<file path="config.mk">
export PLATFORM = sky130hd
export DESIGN_NAME = am_mod_pipe
export DESIGN_NICKNAME = d
export VERILOG_FILES = /design/src/rtl/am_mod_pkg.sv /design/src/rtl/am_sat.sv /design/src/rtl/am_mod_pipe.sv
export SDC_FILE = /design/constraint.sdc
export NUM_CORES = 1
export LEC_CHECK = 0
export CAP_MARGIN = 25
export CORE_AREA = 2 2 139 141
export CTS_BUF_LIST = sky130_fd_sc_hd__clkbuf_8 sky130_fd_sc_hd__clkbuf_16
export CTS_CLUSTER_SIZE = 12
export DETAILED_ROUTE_END_ITERATION = 12
export DIE_AREA = 0 0 141 143
export PLACE_DENSITY = 0.72
export SLEW_MARGIN = 40
export SYNTH_ARGS = -nofsm -noshare
export SYNTH_HDL_FRONTEND = slang
export SYNTH_SLANG_ARGS = --single-unit
</file>
<file path="constraint.sdc">
create_clock -name clk -period 8.05 [get_ports clk]
set_input_delay 0.805 -clock clk [delete_from_list [all_inputs] [get_ports clk]]
set_output_delay 0.805 -clock clk [all_outputs]
set_load 0.02 [all_outputs]
</file>
<file path="src/rtl/am_mod_pkg.sv">
// rtl/am_mod_pkg.sv - shared types and helpers for the AM/ASK modulator pipe
package am_mod_pkg;

  typedef enum logic [1:0] {
    MODE_AM  = 2'd0,
    MODE_DSB = 2'd1,
    MODE_ASK = 2'd2,
    MODE_BYP = 2'd3
  } mode_e;

  // One bit of headroom over the wider of sext(mod) and zext(depth).
  function automatic int sum_width(input int mod_w, input int depth_w);
    return ((mod_w > depth_w + 1) ? mod_w : depth_w + 1) + 1;
  endfunction

  // Two's complement to offset-binary: invert the sign bit of a w-bit sample.
  function automatic logic [31:0] offset_binary(input logic [31:0] s, input int w);
    return s ^ (32'd1 << (w - 1));
  endfunction

endpackage

</file>
<file path="src/rtl/am_sat.sv">
// rtl/am_sat.sv - arithmetic right shift, saturate to OUT_W, flag the clamp
module am_sat #(
  parameter int IN_W  = 25,
  parameter int SHIFT = 8,
  parameter int OUT_W = 14
) (
  input  logic [IN_W-1:0]  din,
  output logic [OUT_W-1:0] dout,
  output logic             clamp
);

  localparam int EXT_W = ((IN_W > OUT_W) ? IN_W : OUT_W) + 1;
  localparam logic signed [EXT_W-1:0] MAX_V = {{(EXT_W-OUT_W+1){1'b0}}, {(OUT_W-1){1'b1}}};
  localparam logic signed [EXT_W-1:0] MIN_V = {{(EXT_W-OUT_W+1){1'b1}}, {(OUT_W-1){1'b0}}};

  logic signed [EXT_W-1:0] ext;
  logic signed [EXT_W-1:0] sh;
  logic hi;
  logic lo;

  assign ext   = EXT_W'($signed(din));
  assign sh    = ext >>> SHIFT;
  assign hi    = sh > MAX_V;
  assign lo    = sh < MIN_V;
  assign clamp = hi | lo;
  assign dout  = hi ? MAX_V[OUT_W-1:0] : (lo ? MIN_V[OUT_W-1:0] : sh[OUT_W-1:0]);

endmodule

</file>
<file path="src/rtl/am_mod_pipe.sv">
// rtl/am_mod_pipe.sv - 3-stage AM/DSB/ASK/bypass modulator with saturation and DAC offset output
module am_mod_pipe
  import am_mod_pkg::*;
#(
  parameter int MOD_W   = 8,
  parameter int CAR_W   = 14,
  parameter int DEPTH_W = 9,
  parameter int OUT_W   = 14,
  parameter int SHIFT   = 8
) (
  input  logic               clk,
  input  logic               rst_n,
  input  logic               in_valid,
  input  logic [MOD_W-1:0]   mod_in,
  input  logic [CAR_W-1:0]   carrier_in,
  input  logic               key_in,
  input  logic [1:0]         mode,
  input  logic               depth_wr,
  input  logic [DEPTH_W-1:0] depth_in,
  input  logic               sat_clr,
  output logic               out_valid,
  output logic [OUT_W-1:0]   out_s,
  output logic [OUT_W-1:0]   out_u,
  output logic               sat_flag
);

  localparam int SUM_W  = sum_width(MOD_W, DEPTH_W);
  localparam int PROD_W = SUM_W + CAR_W;

  logic [DEPTH_W-1:0]       depth_q;
  mode_e                    mode_sel;
  logic signed [SUM_W-1:0]  mod_ext;
  logic signed [SUM_W-1:0]  dep_ext;
  logic signed [SUM_W-1:0]  sum_d;

  logic                     s1_valid;
  mode_e                    s1_mode;
  logic signed [SUM_W-1:0]  s1_sum;
  logic signed [CAR_W-1:0]  s1_car;

  logic                     s2_valid;
  mode_e                    s2_mode;
  logic signed [PROD_W-1:0] s2_prod;
  logic signed [CAR_W-1:0]  s2_car;

  logic [OUT_W-1:0]         mul_out;
  logic [OUT_W-1:0]         byp_out;
  logic                     mul_clamp;
  logic                     byp_clamp;
  logic [OUT_W-1:0]         res;
  logic                     res_clamp;

  assign mode_sel = mode_e'(mode);
  assign mod_ext  = SUM_W'($signed(mod_in));
  assign dep_ext  = $signed(SUM_W'(depth_q));

  always_comb begin
    sum_d = '0;
    case (mode_sel)
      MODE_AM:  sum_d = mod_ext + dep_ext;
      MODE_DSB: sum_d = mod_ext;
      MODE_ASK: sum_d = key_in ? dep_ext : '0;
      default:  sum_d = '0;
    endcase
  end

  am_sat #(.IN_W(PROD_W), .SHIFT(SHIFT), .OUT_W(OUT_W)) u_sat_mul (
    .din   (s2_prod),
    .dout  (mul_out),
    .clamp (mul_clamp)
  );

  // Bypass reuses the saturator with no shift so a wide carrier still clamps cleanly.
  am_sat #(.IN_W(CAR_W), .SHIFT(0), .OUT_W(OUT_W)) u_sat_byp (
    .din   (s2_car),
    .dout  (byp_out),
    .clamp (byp_clamp)
  );

  assign res       = (s2_mode == MODE_BYP) ? byp_out : mul_out;
  assign res_clamp = (s2_mode == MODE_BYP) ? byp_clamp : mul_clamp;

  always_ff @(posedge clk or negedge rst_n) begin
    if (!rst_n) begin
      depth_q   <= '0;
      s1_valid  <= 1'b0;
      s1_mode   <= MODE_AM;
      s1_sum    <= '0;
      s1_car    <= '0;
      s2_valid  <= 1'b0;
      s2_mode   <= MODE_AM;
      s2_prod   <= '0;
      s2_car    <= '0;
      out_valid <= 1'b0;
      out_s     <= '0;
      out_u     <= {1'b1, {(OUT_W-1){1'b0}}};
      sat_flag  <= 1'b0;
    end else begin
      // Stage 1 reads depth_q before this cycle's write lands, so a coincident sample sees the old depth.
      if (depth_wr) depth_q <= depth_in;

      s1_valid <= in_valid;
      if (in_valid) begin
        s1_mode <= mode_sel;
        s1_sum  <= sum_d;
        s1_car  <= $signed(carrier_in);
      end

      s2_valid <= s1_valid;
      if (s1_valid) begin
        s2_mode <= s1_mode;
        s2_prod <= PROD_W'(s1_sum) * PROD_W'(s1_car);
        s2_car  <= s1_car;
      end

      out_valid <= s2_valid;
      if (s2_valid) begin
        out_s <= res;
        out_u <= OUT_W'(offset_binary(32'(res), OUT_W));
      end

      if (s2_valid && res_clamp) sat_flag <= 1'b1;
      else if (sat_clr)          sat_flag <= 1'b0;
    end
  end

endmodule

</file>
# Word level (Yosys, flattened, before mapping)
# Cells that the tools add are included.
dict set report totals {
  inputBits 39
  regBits 109
}
dict set report op_classes {
  order_cmp 4
  n_bitwise 3
  n_eq_ne 3
  n_reduce_logical 3
  muxes 10
  mul 1
  n_addsub 1
}
# operator count
set ops {}
lappend ops {{two-way mux 14 bit} 5}
lappend ops {{one-hot mux 11 bit (3 select lines)} 1}
lappend ops {{multiplier 11 x 14 -> 25 bit} 1}
lappend ops {{greater-than comparator 17 x 14 -> 1 bit, second input constant} 1}
lappend ops {{< comparator 17 x 14 -> 1 bit, second input constant} 1}
lappend ops {{greater-than comparator 14 bit, second input constant} 1}
lappend ops {{< comparator 14 bit, second input constant} 1}
lappend ops {{adder 8 x 10 -> 11 bit} 1}
lappend ops {{two-way mux 9 bit} 1}
lappend ops {{== test 2 bit, second input constant} 2}
lappend ops {{two-way mux 1 bit} 3}
lappend ops {{== test 2 x 1 -> 1 bit, second input constant} 1}
lappend ops {{logical NOT 2 bit} 1}
lappend ops {{bitwise OR 1 bit} 2}
lappend ops {{nonzero test 2 bit} 1}
lappend ops {{logical AND 1 bit} 1}
lappend ops {{NOT 1 bit} 1}

# Longest topological paths before layout
dict set report logic_depth {
  ltp_word 5
  mapped_depth 20
  ltp_nobuf 19
}

# Modules after synthesis
# A second synthesis with hierarchy kept.
dict set report unflattened {
  hier_cells 1100
  hier_area_um2 10473.8
}
# mod seq_area_each_um2 instances area_per_inst_um2 cells_each
set modules_own_cells {}
lappend modules_own_cells {am_mod_pipe 2403.6 1 10070.9 1033}
lappend modules_own_cells {{am_sat (u_sat_mul)} 0.0 1 339.1 51}
lappend modules_own_cells {{am_sat (u_sat_byp)} 0.0 1 63.8 16}

# Least setup slack after synthesis
# Ideal clock, no wire load.
dict set report synth_path {
  path_type {reg2reg}
  startpoint {reg s1_car[13]}
  endpoint {reg s2_prod[24]}
  t_required_ps 7925
  n_path_buf 1
  arrival_ps 5431
  stages_incl_launch_ff 19
  path_slack_ps 2494
  cell_sequence {dfrtp_1 clkbuf_1 nand2_1 inv_1 fa_1 fa_1 fa_1 fa_1 inv_1 fa_1 inv_1 ha_1 a211oi_2 nor2_1 a2111o_1 a211o_1 a311oi_2 xnor2_1 mux2_4}
}
dict set report synth_via {
  elab_chain_cells 1
}
# item line
set synth_lines {}
lappend synth_lines {{start: declaration} am_mod_pipe.sv:39} ;# logic signed [CAR_W-1:0] s1_car;
lappend synth_lines {{start signal: assignment} am_mod_pipe.sv:106} ;# s1_car <= $signed(carrier_in);
lappend synth_lines {{multiplier 11 x 14 -> 25 bit} am_mod_pipe.sv:112} ;# s2_prod <= PROD_W'(s1_sum) * PROD_W'(s1_car);
lappend synth_lines {{end signal: assignment} am_mod_pipe.sv:112}
lappend synth_lines {{end: declaration} am_mod_pipe.sv:43} ;# logic signed [PROD_W-1:0] s2_prod;
# Every way passes these cells.
# A chain may end at the register's enable or synchronous reset.

# Worst setup path in the final report
dict set report layout_path {
  startpoint {reg s1_sum[2]}
  endpoint {reg s2_prod[24]}
}
dict set report layout_via {
  elab_chain_cells 1
}
# item line
set layout_lines {}
lappend layout_lines {{start: declaration} am_mod_pipe.sv:38} ;# logic signed [SUM_W-1:0] s1_sum;
lappend layout_lines {{start signal: assignment} am_mod_pipe.sv:105} ;# s1_sum <= sum_d;
lappend layout_lines {{multiplier 11 x 14 -> 25 bit} am_mod_pipe.sv:112}
# Every way passes these cells.

==> metrics.cfg <==
[sta]
fin_skew_ns=0.0104
tns_ns=0
grt_setup_unrepaired=no
max_slew_margin=0.533
setup_viol=0
max_freq_mhz=171
worstMarginPinSlew_ns=0.701
fin_crit_sh=0.728
drv_slew=0
finalHoldViolations=0
period_needed_ns=5.86

[yosys]
syn_area_um2=9660
ys_types=49
ys.flop_type=dfrtp_1
yosysSeqAreaShare=0.228
synthArstFlopShare=1.00
synth_nets=1244
yosysMostFrequentCell=inv_1
ys_top_cells_by_count=195 x inv_1, 143 x fa_1, 120 x nand2_1
syn_avg_cell_area_um2=9.65
synth_top_area_frac=0.296
synth_area_leaders=fa_1 30%, dfrtp_1 23%, ha_1 7.9%
postSynthRegisterBits=88
syn_inst=1001
yosysWarnings=0
synth_edf_count=0
yosysTopAreaCell=fa_1

[clocking]
ctsHtreeMaxLevel=3
cts_resized=0
worstSkewPairLatency_ns=0.35
cts_tree=built
clock_tree.buffer_depth=2
root_buffer=clkbuf_16
cts_setup_buffers=0
cts_hold_buf=0
numClockSinks=88
path_clk_slew_ns=0.07
numCtsBuffers=9

[grt]
antenna_found_initial=0
grtUsageTotal=0.230
grt_pass1_vias=7538
grt.overflow.total=0
grt_pass1_wl_mm=36.7
grt_max_degree=78

[worst_setup_path]
crit_top_cell=fa_1
slowest_stage=fa_1
path_max_fanout=15
worstPathArrival_ns=6.09
path_cells=nand2_1, inv_1, fa_1, fa_1, fa_1, fa_1, inv_1, fa_1, inv_1, ha_1, a211oi_2, nor2_1, a2111o_1, a211o_1, a311oi_2, xnor2_1, mux2_4
critPathTopFamily=adder cells
max_stage_delay_ns=0.78
end_kind=flop
critPathKind=flop to flop
cp.required_ns=8.28
cp-start-kind=flop
critPathBufInv=3

[floorplan]
start_util=0.520
io_pins=69
die_width_um=141
die_h_um=143
die-area_um2=20200
core_area_um2=18600
row_count=50

[routing]
vias_per_cell=5.37
drt-initial-drc-count=384
wirelength_mm=20.8
drt_pass1_iterations=7
drc=0
antenna_left=0
drt-wirelength-per-cell_um=16.4
vias=6783

[hold_path]
min_path_type=primary input to async pin

[place]
dp_hpwl_mm=16.2
gp_congestion=0.864
port_buffers=68

[finish]
synthToLayoutAreaGrowth_pct=10.8
diodes=0
fin_util=0.576
drive_gt1_frac=0.0854
nNetsFinal=1268

[outcome]
status=completed

[run]
cap_violations=0

[worst paths after layout]
| check | start | to | slack, ns | depth (start not counted) |
|---|---|---|---|---|
| worst min-delay path | rst_n | depth_q[0] | 0.29 | 1 |
| worst max register to register | s1_sum[2] | s2_prod[24] | 2.19 | 17 |
| worst max-delay path | s1_sum[2] | s2_prod[24] | 2.19 | 17 |
| min in group clk | out_u[13] | out_u[13] | 0.48 | 2 |
| max in group asynchronous | rst_n | s2_car[5] | 6.84 | 2 |
| worst min register to register | out_u[13] | out_u[13] | 0.48 | 2 |
[cells by family (layout without fill, tap and decap cells)]
logic type | after synthesis | in the layout | share of synthesized area
compound gates | 107 | 107 | 0.0733
xor+xnor | 32 | 32 | 0.0290
fa+ha+maj | 204 | 204 | 0.375
buf+inv | 254 | 283 | 0.104
flops | 88 | 88 | 0.228
mux | 58 | 58 | 0.0675
simple gates | 258 | 258 | 0.123
[metal layers]
layer | track usage | vias up | part of all wire
met5 | 0 | - | 0
met2 | 0.414 | 180 | 0.52
met4 | 0.0816 | 0 | 0.034
met1 | 0.286 | 3419 | 0.41
li1 | - | 3134 | -
met3 | 0.0302 | 50 | 0.041
[metrics by stage]
| stage | hold WS [ns] | setup slack (ns) | area (um2) | std cells |
|---|---|---|---|---|
| 2_1_floorplan | 0.352 | 2.49 | 9660 | 1001 |
| 3_3_place_gp | 0.461 | 2.30 | 10400 | 1248 |
| 3_5_place_dp | 0.464 | 2.22 | 10400 | 1248 |
| 4_1_cts | 0.287 | 2.20 | 10700 | 1264 |
| 5_1_grt | 0.288 | 1.82 | 10700 | 1264 |
| 6_report | 0.287 | 2.19 | 10700 | 1264 |
[layout make-up]
class,count,area [um2]
Sequential cell,88,2200
Clock buffer,9,225
Timing Repair Buffer,71,704
Fill cell,1566,7870
Clock inverter,7,85.1
Tap cell,234,293
Multi-Input combinational cell,659,6460
Inverter,196,736
[placed cells by master (no fill, tap or decap), types with 3 or more instances in the layout]
master	synthesis	final
o31ai_1	3	3
clkbuf_16	0	9
and3_1	6	6
inv_1	195	195
mux2i_1	4	4
nand2_1	120	120
and2_1	53	54
ha_1	61	61
a31oi_1	20	20
fa_1	143	143
buf_4	13	3
nand3_1	8	8
nor2_1	47	46
a31o_2	3	3
xnor2_1	25	25
o211ai_1	15	15
dfrtp_1	87	86
nor3_1	4	4
o21bai_1	4	4
clkdlybuf4s50_1	0	67
nor2b_1	4	4
mux2_2	53	53
a21oi_1	28	28
nand2b_1	8	8
a21o_1	5	5
xor2_1	7	7
o21ai_0	14	14
[state kept, by name, indices dropped and copies added, names as in the netlist]
signal / flops
s1_mode: 2
out_u: 1
out_s: 14
s2_mode: 2
s2_car: 14
s2_prod: 17
out_valid: 1
depth_q: 9
s2_valid: 1
s1_car: 14
s1_valid: 1
sat_flag: 1
s1_sum: 11
Power is left out: the tool's default activity adds up to more than one toggle a clock period on the data nets, which glitch-free logic cannot reach.
